## config.mk

```make
export PLATFORM = sky130hd
export DESIGN_NAME = noc_input_buffer
export DESIGN_NICKNAME = d
export VERILOG_FILES = /design/src/rtl/noc_input_buffer.sv
export SDC_FILE = /design/constraint.sdc
export NUM_CORES = 1
export LEC_CHECK = 0
export ABC_AREA = 1
export CAP_MARGIN = 30
export CORE_UTILIZATION = 50
export DETAILED_ROUTE_END_ITERATION = 6
export PLACE_DENSITY = 0.73
export SKIP_LAST_GASP = 1
export SLEW_MARGIN = 5
export SYNTH_ARGS = -nofsm -noshare
export SYNTH_HDL_FRONTEND = slang
export SYNTH_SLANG_ARGS = --single-unit
```

## constraint.sdc

```tcl
create_clock -name clk -period 2.5 [get_ports clk]
set_input_delay 0.5 -clock clk [delete_from_list [all_inputs] [get_ports clk]]
set_output_delay 0.5 -clock clk [all_outputs]
set_load 0.02 [all_outputs]
```

## src/rtl/noc_input_buffer.sv

```systemverilog
// Router input stage for one port: flit FIFO, packet-framing FSM and arbiter request.
// Granted flits leave through a registered output stage, one per cycle.
module noc_input_buffer #(
    parameter int DEPTH  = 4,
    parameter int DATA_W = 32
) (
    input  logic                   clk,
    input  logic                   rst,
    input  logic [DATA_W-1:0]      in_flit,
    input  logic                   in_valid,
    output logic                   in_ready,
    input  logic                   grant,
    output logic                   req,
    output logic [2:0]             flit_id,
    output logic [11:0]            length,
    output logic [DATA_W-1:0]      out_flit,
    output logic                   out_valid,
    output logic [$clog2(DEPTH):0] occupancy
);

    localparam int PTR_W = $clog2(DEPTH);
    localparam int CNT_W = PTR_W + 1;

    localparam logic [2:0] ID_HDR  = 3'b001;
    localparam logic [2:0] ID_TAIL = 3'b100;
    localparam logic [2:0] ID_NONE = 3'b000;

    typedef enum logic [1:0] {
        ST_IDLE = 2'b00,
        ST_REQ  = 2'b01,
        ST_XFER = 2'b10
    } state_t;

    state_t            state_r;
    state_t            state_next_s;
    logic [DATA_W-1:0] mem_r [DEPTH];
    logic [PTR_W-1:0]  wr_ptr_r;
    logic [PTR_W-1:0]  rd_ptr_r;
    logic [CNT_W-1:0]  count_r;
    logic [CNT_W-1:0]  count_next_s;
    logic [11:0]       len_r;
    logic [11:0]       rem_r;
    logic              in_ready_r;
    logic              req_r;
    logic              out_valid_r;
    logic [DATA_W-1:0] out_flit_r;
    logic [DATA_W-1:0] head_s;
    logic [2:0]        head_id_s;
    logic              head_valid_s;
    logic              head_is_hdr_s;
    logic              push_s;
    logic              pop_s;
    logic              fwd_s;
    logic              last_s;
    logic              start_s;

    // Head-of-queue decode and input handshake
    always_comb begin
        head_s        = mem_r[rd_ptr_r];
        head_valid_s  = (count_r != {CNT_W{1'b0}});
        head_id_s     = head_s[DATA_W-1 -: 3];
        head_is_hdr_s = head_valid_s && (head_id_s == ID_HDR);
        push_s        = in_valid && in_ready_r;
    end

    // Next-state logic of the framing FSM
    always_comb begin
        state_next_s = state_r;
        case (state_r)
            ST_IDLE: begin
                if (head_is_hdr_s) begin
                    state_next_s = ST_REQ;
                end else begin
                    state_next_s = ST_IDLE;
                end
            end
            ST_REQ: begin
                if (grant) begin
                    state_next_s = ST_XFER;
                end else begin
                    state_next_s = ST_REQ;
                end
            end
            ST_XFER: begin
                if (fwd_s && last_s) begin
                    state_next_s = ST_IDLE;
                end else begin
                    state_next_s = ST_XFER;
                end
            end
            default: begin
                state_next_s = ST_IDLE;
            end
        endcase
    end

    // FSM outputs: forward, discard and packet-start strobes
    always_comb begin
        fwd_s   = 1'b0;
        pop_s   = 1'b0;
        start_s = 1'b0;
        // The pop that exhausts the length counter ends the packet even without a tail
        last_s  = (head_id_s == ID_TAIL) || (rem_r <= 12'd1);
        case (state_r)
            ST_IDLE: begin
                start_s = head_is_hdr_s;
                pop_s   = head_valid_s && !head_is_hdr_s;
            end
            ST_REQ: begin
                pop_s = 1'b0;
            end
            ST_XFER: begin
                fwd_s = grant && head_valid_s;
                pop_s = fwd_s;
            end
            default: begin
                pop_s = 1'b0;
            end
        endcase
    end

    // Occupancy update for simultaneous push/pop
    always_comb begin
        count_next_s = count_r;
        if (push_s && !pop_s) begin
            count_next_s = count_r + CNT_W'(1);
        end else if (pop_s && !push_s) begin
            count_next_s = count_r - CNT_W'(1);
        end else begin
            count_next_s = count_r;
        end
    end

    // FIFO pointers, count and registered ready flag
    always_ff @(posedge clk or negedge rst) begin
        if (!rst) begin
            wr_ptr_r   <= {PTR_W{1'b0}};
            rd_ptr_r   <= {PTR_W{1'b0}};
            count_r    <= {CNT_W{1'b0}};
            in_ready_r <= 1'b1;
        end else begin
            if (push_s) begin
                wr_ptr_r <= wr_ptr_r + PTR_W'(1);
            end
            if (pop_s) begin
                rd_ptr_r <= rd_ptr_r + PTR_W'(1);
            end
            count_r    <= count_next_s;
            in_ready_r <= (count_next_s < CNT_W'(DEPTH));
        end
    end

    // FIFO storage
    always_ff @(posedge clk or negedge rst) begin
        if (!rst) begin
            for (int i = 0; i < DEPTH; i++) begin
                mem_r[i] <= {DATA_W{1'b0}};
            end
        end else if (push_s) begin
            mem_r[wr_ptr_r] <= in_flit;
        end
    end

    // FSM state register
    always_ff @(posedge clk or negedge rst) begin
        if (!rst) begin
            state_r <= ST_IDLE;
        end else begin
            state_r <= state_next_s;
        end
    end

    // Latched header length and remaining-flit counter
    always_ff @(posedge clk or negedge rst) begin
        if (!rst) begin
            len_r <= 12'd0;
            rem_r <= 12'd0;
        end else if (start_s) begin
            len_r <= head_s[11:0];
            rem_r <= head_s[11:0];
        end else if (fwd_s && (rem_r != 12'd0)) begin
            rem_r <= rem_r - 12'd1;
        end
    end

    // Registered request and crossbar output stage
    always_ff @(posedge clk or negedge rst) begin
        if (!rst) begin
            req_r       <= 1'b0;
            out_valid_r <= 1'b0;
            out_flit_r  <= {DATA_W{1'b0}};
        end else begin
            req_r       <= (state_next_s != ST_IDLE);
            out_valid_r <= fwd_s;
            if (fwd_s) begin
                out_flit_r <= head_s;
            end
        end
    end

    assign in_ready  = in_ready_r;
    assign req       = req_r;
    assign out_valid = out_valid_r;
    assign out_flit  = out_flit_r;
    assign occupancy = count_r;
    assign flit_id   = head_valid_s ? head_id_s : ID_NONE;
    assign length    = head_is_hdr_s ? head_s[11:0] : len_r;

endmodule
```

==> results of run 1 <==
-- worst register-to-register path: cells and delay by family (launching register included) --
family	cells	cell delay, ns
xor gates and xnor gates	1	0.15
adders and majority gates	1	0.21
and+or+nand+nor	8	0.69
DFF	1	0.48
buffers and inverters	6	0.62
-- cells in the mapped netlist (all sizes together) --
cell type / instances
nand3b: 2
or2: 1
buf: 11
xor2: 5
nor3: 3
o22ai: 12
a21oi: 2
nand3: 41
ha: 12
xnor2: 3
o21a: 1
o21ai: 217
clkbuf: 47
a31oi: 17
inv: 67
nand4: 2
nand2: 258
nor2: 134
dfrtp: 195
dfstp: 1
clkinv: 2
a22oi: 1
-- worst max path at each step --
stage,start,endpoint,slack [ns],depth (start not counted)
final,rd_ptr_r[0]$_DFFE_PN0P_,length[8],-0.06,11
after global routing,rd_ptr_r[0]$_DFFE_PN0P_,length[0],-0.16,10
after CTS,rd_ptr_r[0]$_DFFE_PN0P_,length[0],-0.12,10
after detailed placement,rd_ptr_r[0]$_DFFE_PN0P_,length[0],-0.09,11
after global placement,rd_ptr_r[0]$_DFFE_PN0P_,length[8],0.003,11
after floorplan,occupancy[0]$_DFFE_PN0P_,length[0],0.21,7
-- area by class of cell --
type,instances,area share (%)
sequential,196,45.52
multi-input combinational,711,31.29
timing repair buffer,144,12.81
clock buffer,21,4.364
tap,220,2.553
inverter,69,2.449
clock inverter,9,0.9633
timing repair inverter,1,0.04643
-- what timing repair did --
| item | 4_1_cts | 5_1_grt |
|---|---|---|
| setup endpoints to repair | 15 | 14 |
| pin swaps | 0 | 6 |
| gates resized for setup | 72 | 30 |
| gates cloned | 0 | 1 |
| setup buffers | 4 | 2 |
| endpoints found under the hold margin | 0 | 0 |
-- state kept, by name, indices dropped and copies added, names as in the netlist --
register,count
mem_r,128
out_flit,32
len_r,12
rem_r,12
occupancy,3
rd_ptr_r,2
state_r,2
wr_ptr_r,2
in_ready,1
out_valid,1
req,1
-- power groups by stage --
| stage | clock [mW] | combinational, mW | sequential, mW |
|---|---|---|---|
| after floorplan | 0 | 3.95 | 5.61 |
| after global routing | 2.87 | 7.90 | 5.61 |
| after detailed placement | 0 | 6.88 | 5.44 |
| final | 2.69 | 7.10 | 5.44 |
| after CTS | 2.74 | 6.89 | 5.41 |
| after global placement | 0 | 6.71 | 5.42 |
-- metal layers --
layer	vias to the layer above	track usage, %
met5	-	0
met4	0	8.460
met3	30	3.666
met2	214	38.00
met1	3459	33.97
li1	3553	-
-- metrics by stage --
| step | area [sq um] | setup WS (ns) | instances |
|---|---|---|---|
| floorplan | 8688 | 0.2132 | 1034 |
| global placement | 10080 | 0.002759 | 1334 |
| detailed placement | 10080 | -0.08944 | 1334 |
| CTS | 10660 | -0.1218 | 1368 |
| global route | 10780 | -0.1554 | 1371 |
| finish | 10780 | -0.06442 | 1371 |
-- cells by family after synthesis --
family | Yosys count | share of synthesized area [%]
AOI/OAI and AO/OA | 250 | 14.88
adders and majority gates | 12 | 1.728
xor gates and xnor gates | 8 | 0.8065
buffers and inverters | 127 | 5.861
and+or+nand+nor | 441 | 20.26
DFF | 196 | 56.47
==> out/results.txt, run 1 <==
Outcome - finished with violations
Failing checks - negative setup slack
Worst-skew pair later-pin latency - 0.44 ns
Tmin final - 2.564 ns
Synth top area share - 56.16%
Syn Inst Count - 1034
Yosys cell types - 30
GP Congestion - 0.8492
Finish-stage setup viols - 12
Mean area per synthesized cell - 8.403 sq um
Grt total ovfl - 0
Layout overhead on the synthesized area - 24.08%
CP Buf/Inv Count - 4
Reg2Reg Setup Slack - 0.28 ns
Clk buf depth - 2
Area of the multi-input gates - 3373 sq um
Drt total wl - 20.51 mm
Syn Nets - 1082
# diodes - 0
Worst R2R Path Depth - 16
Layout cells sized above 1 - 11.73%
# hold bufs at CTS - 0
M1 wire length - 9.546 mm
DRC Markers - 0
Worst r2r dst - in_ready$_DFF_PN1_
Vias - 7256
Crit start category - register
Starting DRT DRC Count - 498
Vias in the first global route - 6793
Routed wire per std cell - 14.96 microns
Sequential power share - 35.7%
Tcrit/Tclk final - 102.6%
Crit-path slowest cell - dfrtp_2
Critical Path Max Stage Delay - 0.48 ns
Clock buffer count from CTS - 17
Cell mode on critical path - buf_6
Int Pwr - 9.107 mW
Final hold viol count - 0
Most common library cell in the layout ignoring fill and taps - nand2_1
Setup TNS - -0.2492 ns
Max_cap viols - 0
Total power per unit cell area - 1413 nW/um^2
Synthesized area - 8688 sq um
Full die area - 17910 sq um
Crit-path cells - buf_6 -> nand2_1 -> nand3_2 -> nand2_2 -> nand3_4 -> nor2_4 -> buf_6 -> buf_6 -> nand2_2 -> o21ai_2 -> buf_6
Port Buffer Count - 88
Final core occ - 64.32%
Die Ht - 133.8 microns
Hold Crit Class - in2async
Switching power total - 6.124 mW
Max Clk Rate - 390.0 MHz
Slew margin rel. - 60.28%
Num Clock Sinks - 196
Core area - 16760 sq um
Top layer in use - met4
Delay-heaviest family, CP - simple AND/OR/NAND/NOR gates
DR pass1 iterations - 5
Clock skew - 0.005347 ns
Post-route ant nets - 0
Via density - 5.292
Seq/Total Area, Yosys - 56.47%
Leakage power - 5.184 nW
Fin. max-slew vios - 0
Share of power burned in combinational logic - 46.6%
Part of the power in the clock network - 17.6%
WP data arrival - 2.06 ns
Warnings from Yosys - 0
Met3 routed WL - 968 microns
Reg-to-Reg Start - rd_ptr_r[0]$_DFFE_PN0P_
Worst-Margin Slew - 0.5957 ns
WHS - 0.07170 ns
Initial antenna violation count - 0
Synth area leader - dfrtp_1
Clock H-tree levels - 4
Switching part of the total power - 40.21%
Chip Width - 133.8 microns
Total power - 15.23 mW
# fillers - 1420
CP Capture Type - output port
Initial Util - 51.84%
CTS tree - yes
Crit path required time - 2.00 ns
Maximum vdd ir drop - 0.0007289 V
Post-detail-place hpwl - 13.02 mm
RSZ-0062 raised after global routing - true
Reg area - 4907 sq um
Overall Global Routing Usage - 24.06%
Num rows - 47
I/O Pins - 89
Critical path class - reg2out
Number of synthesized register bits - 196
Clock transition at path regs - 0.07 ns
Clk root buf - clkbuf_16
Commonest non-fill, non-tap cells in the layout - 244 x nand2_1, 212 x o21ai_0, 194 x dfrtp_1, 132 x nor2_1, 72 x clkdlybuf4s50_1
Top cells by area, synth - dfrtp_1 56%, o21ai_0 12%, nand2_1 11%, nor2_1 5.7%, inv_1 2.8%
Worst Path Max Fanout - 7
Slack of the critical path - -0.06442 ns
First-pass GRT wire length - 33.91 mm
Largest net degree at the start of global routing - 70
Met2 wire length - 9.654 mm
Layout Nets - 1188
(Power assumes the default switching activity.)
==> run 2: changes to the inputs <==
- CTS_BUF_LIST: default -> sky130_fd_sc_hd__clkbuf_16
==> out/results.txt, run 2 (synthesis gave the netlist of run 1 again) <==
Pre-CTS WS - -0.08944 ns
Num Clock Sinks - 196
Reg-to-Reg Start - rd_ptr_r[0]$_DFFE_PN0P_
DRC Markers - 0
RSZ-0062 raised after global routing - true
Hold Crit Class - in2async
Leakage power - 5.171 nW
First-pass GRT wire length - 33.91 mm
Via density - 5.306
Slew margin rel. - 60.46%
Worst-Margin Slew - 0.5931 ns
Starting DRT DRC Count - 479
Crit-path slowest cell - dfrtp_2
Slack of the critical path - -0.05862 ns
Share of power burned in combinational logic - 46.9%
Final core occ - 64.14%
Layout cells sized above 1 - 11.47%
Crit start category - register
Sequential power share - 36.0%
Clk root buf - clkbuf_16
Total power - 15.14 mW
CTS tree - yes
Max_cap viols - 0
Int Pwr - 9.010 mW
Largest net degree at the start of global routing - 70
Most common library cell in the layout ignoring fill and taps - nand2_1
Delay-heaviest family, CP - simple AND/OR/NAND/NOR gates
Routed wire per std cell - 14.97 microns
Clock H-tree levels - 4
Worst R2R Path Depth - 16
Total power per unit cell area - 1408 nW/um^2
CP Capture Type - output port
# hold bufs at CTS - 0
Max Clk Rate - 390.8 MHz
Full die area - 17910 sq um
Final hold viol count - 0
Largest register FFs - 128
Failing checks - negative setup slack
Switching part of the total power - 40.47%
Fin. max-slew vios - 0
Reg2Reg Setup Slack - 0.29 ns
Layout overhead on the synthesized area - 23.73%
Initial Util - 51.84%
Maximum vdd ir drop - 0.0007278 V
Outcome - finished with violations
Clock skew - 0.006272 ns
Clock buffer count from CTS - 17
Setup TNS - -0.1893 ns
Clock transition at path regs - 0.06 ns
I/O Pins - 89
Chip Width - 133.8 microns
Cell mode on critical path - buf_6
CP Buf/Inv Count - 4
Vias in the first global route - 6781
Clk buf depth - 2
Crit path required time - 2.00 ns
Initial antenna violation count - 0
Post-detail-place hpwl - 13.02 mm
Part of the power in the clock network - 17.1%
Tcrit/Tclk final - 102.3%
# diodes - 0
WP data arrival - 2.06 ns
Port Buffer Count - 88
Worst-skew pair later-pin latency - 0.43 ns
Switching power total - 6.126 mW
Layout Nets - 1188
Vias - 7274
Post-route ant nets - 0
Worst r2r dst - in_ready$_DFF_PN1_
Core area - 16760 sq um
Crit-path cells - buf_6 -> nand2_1 -> nand3_2 -> nand2_2 -> nand3_4 -> nor2_4 -> buf_6 -> buf_6 -> nand2_2 -> o21ai_2 -> buf_6
Reg with most FFs - mem_r
Grt total ovfl - 0
Num rows - 47
GP Congestion - 0.8492
Critical Path Max Stage Delay - 0.48 ns
Critical path class - reg2out
Die Ht - 133.8 microns
DR pass1 iterations - 5
Drt total wl - 20.53 mm
Tmin final - 2.559 ns
Finish-stage setup viols - 12
Overall Global Routing Usage - 24.10%
Commonest non-fill, non-tap cells in the layout - 244 x nand2_1, 212 x o21ai_0, 194 x dfrtp_1, 132 x nor2_1, 72 x clkdlybuf4s50_1
Worst Path Max Fanout - 7
run 2: changes by cell type in the layout (fill, tap and decap cells not counted):
cell / before / now
clkbuf_1: 1 / 0
clkbuf_8: 4 / 1
clkinv_1: 2 / 5
inv_1: 64 / 65
run 2: worst max path at each step:
stage	cells after the start	slack [ns]	to	startpoint
final	11	-0.06	length[8]	rd_ptr_r[0]$_DFFE_PN0P_
after global routing	10	-0.16	length[0]	rd_ptr_r[0]$_DFFE_PN0P_
after CTS	10	-0.12	length[0]	rd_ptr_r[0]$_DFFE_PN0P_
after detailed placement	11	-0.09	length[0]	rd_ptr_r[0]$_DFFE_PN0P_
after global placement	11	0.003	length[8]	rd_ptr_r[0]$_DFFE_PN0P_
after floorplan	7	0.21	length[0]	occupancy[0]$_DFFE_PN0P_
run 2: final cells by class:
cell class | count | area (sq um)
Timing Repair Buffer | 144 | 1381
Inverter | 69 | 264.0
Sequential cell | 196 | 4907
Clock buffer | 17 | 425.4
Tap cell | 220 | 275.3
Multi-Input combinational cell | 711 | 3373
Fill cell | 1426 | 6010
Timing Repair inverter | 1 | 5.005
Clock inverter | 13 | 118.9
run 2: power groups by stage:
| stage | registers [mW] | clock network [mW] | logic (mW) |
|---|---|---|---|
| 6_report | 5.44 | 2.59 | 7.10 |
| 2_1_floorplan | 5.61 | 0 | 3.95 |
| 4_1_cts | 5.41 | 2.63 | 6.89 |
| 5_1_grt | 5.61 | 2.78 | 7.90 |
| 3_3_place_gp | 5.42 | 0 | 6.71 |
| 3_5_place_dp | 5.44 | 0 | 6.88 |
run 2: layer usage:
layer / wire length [microns] / part of all wire, % / track usage (%) / vias to the layer above
met5: 0 / 0 / 0 / -
li1: - / - / - / 3558
met4: 340 / 1.7 / 8.460 / 0
met1: 9624 / 47 / 34.07 / 3477
met3: 921 / 4.5 / 3.666 / 27
met2: 9642 / 47 / 38.00 / 212
run 2: through the flow:
stage | cell area [sq um] | hold WS (ns) | std cells
after CTS | 10630 | 0.09633 | 1368
after floorplan | 8688 | 0.2044 | 1034
after global routing | 10750 | 0.1068 | 1371
final | 10750 | 0.07213 | 1371
after detailed placement | 10080 | 0.4637 | 1334
after global placement | 10080 | 0.4600 | 1334
run 2: timing repair:
item                       in CTS  in global routing
resized for setup              72                 30
buffers inserted                4                  2
pin swaps                       0                  6
setup endpoints to repair      15                 14
gates cloned                    0                  1
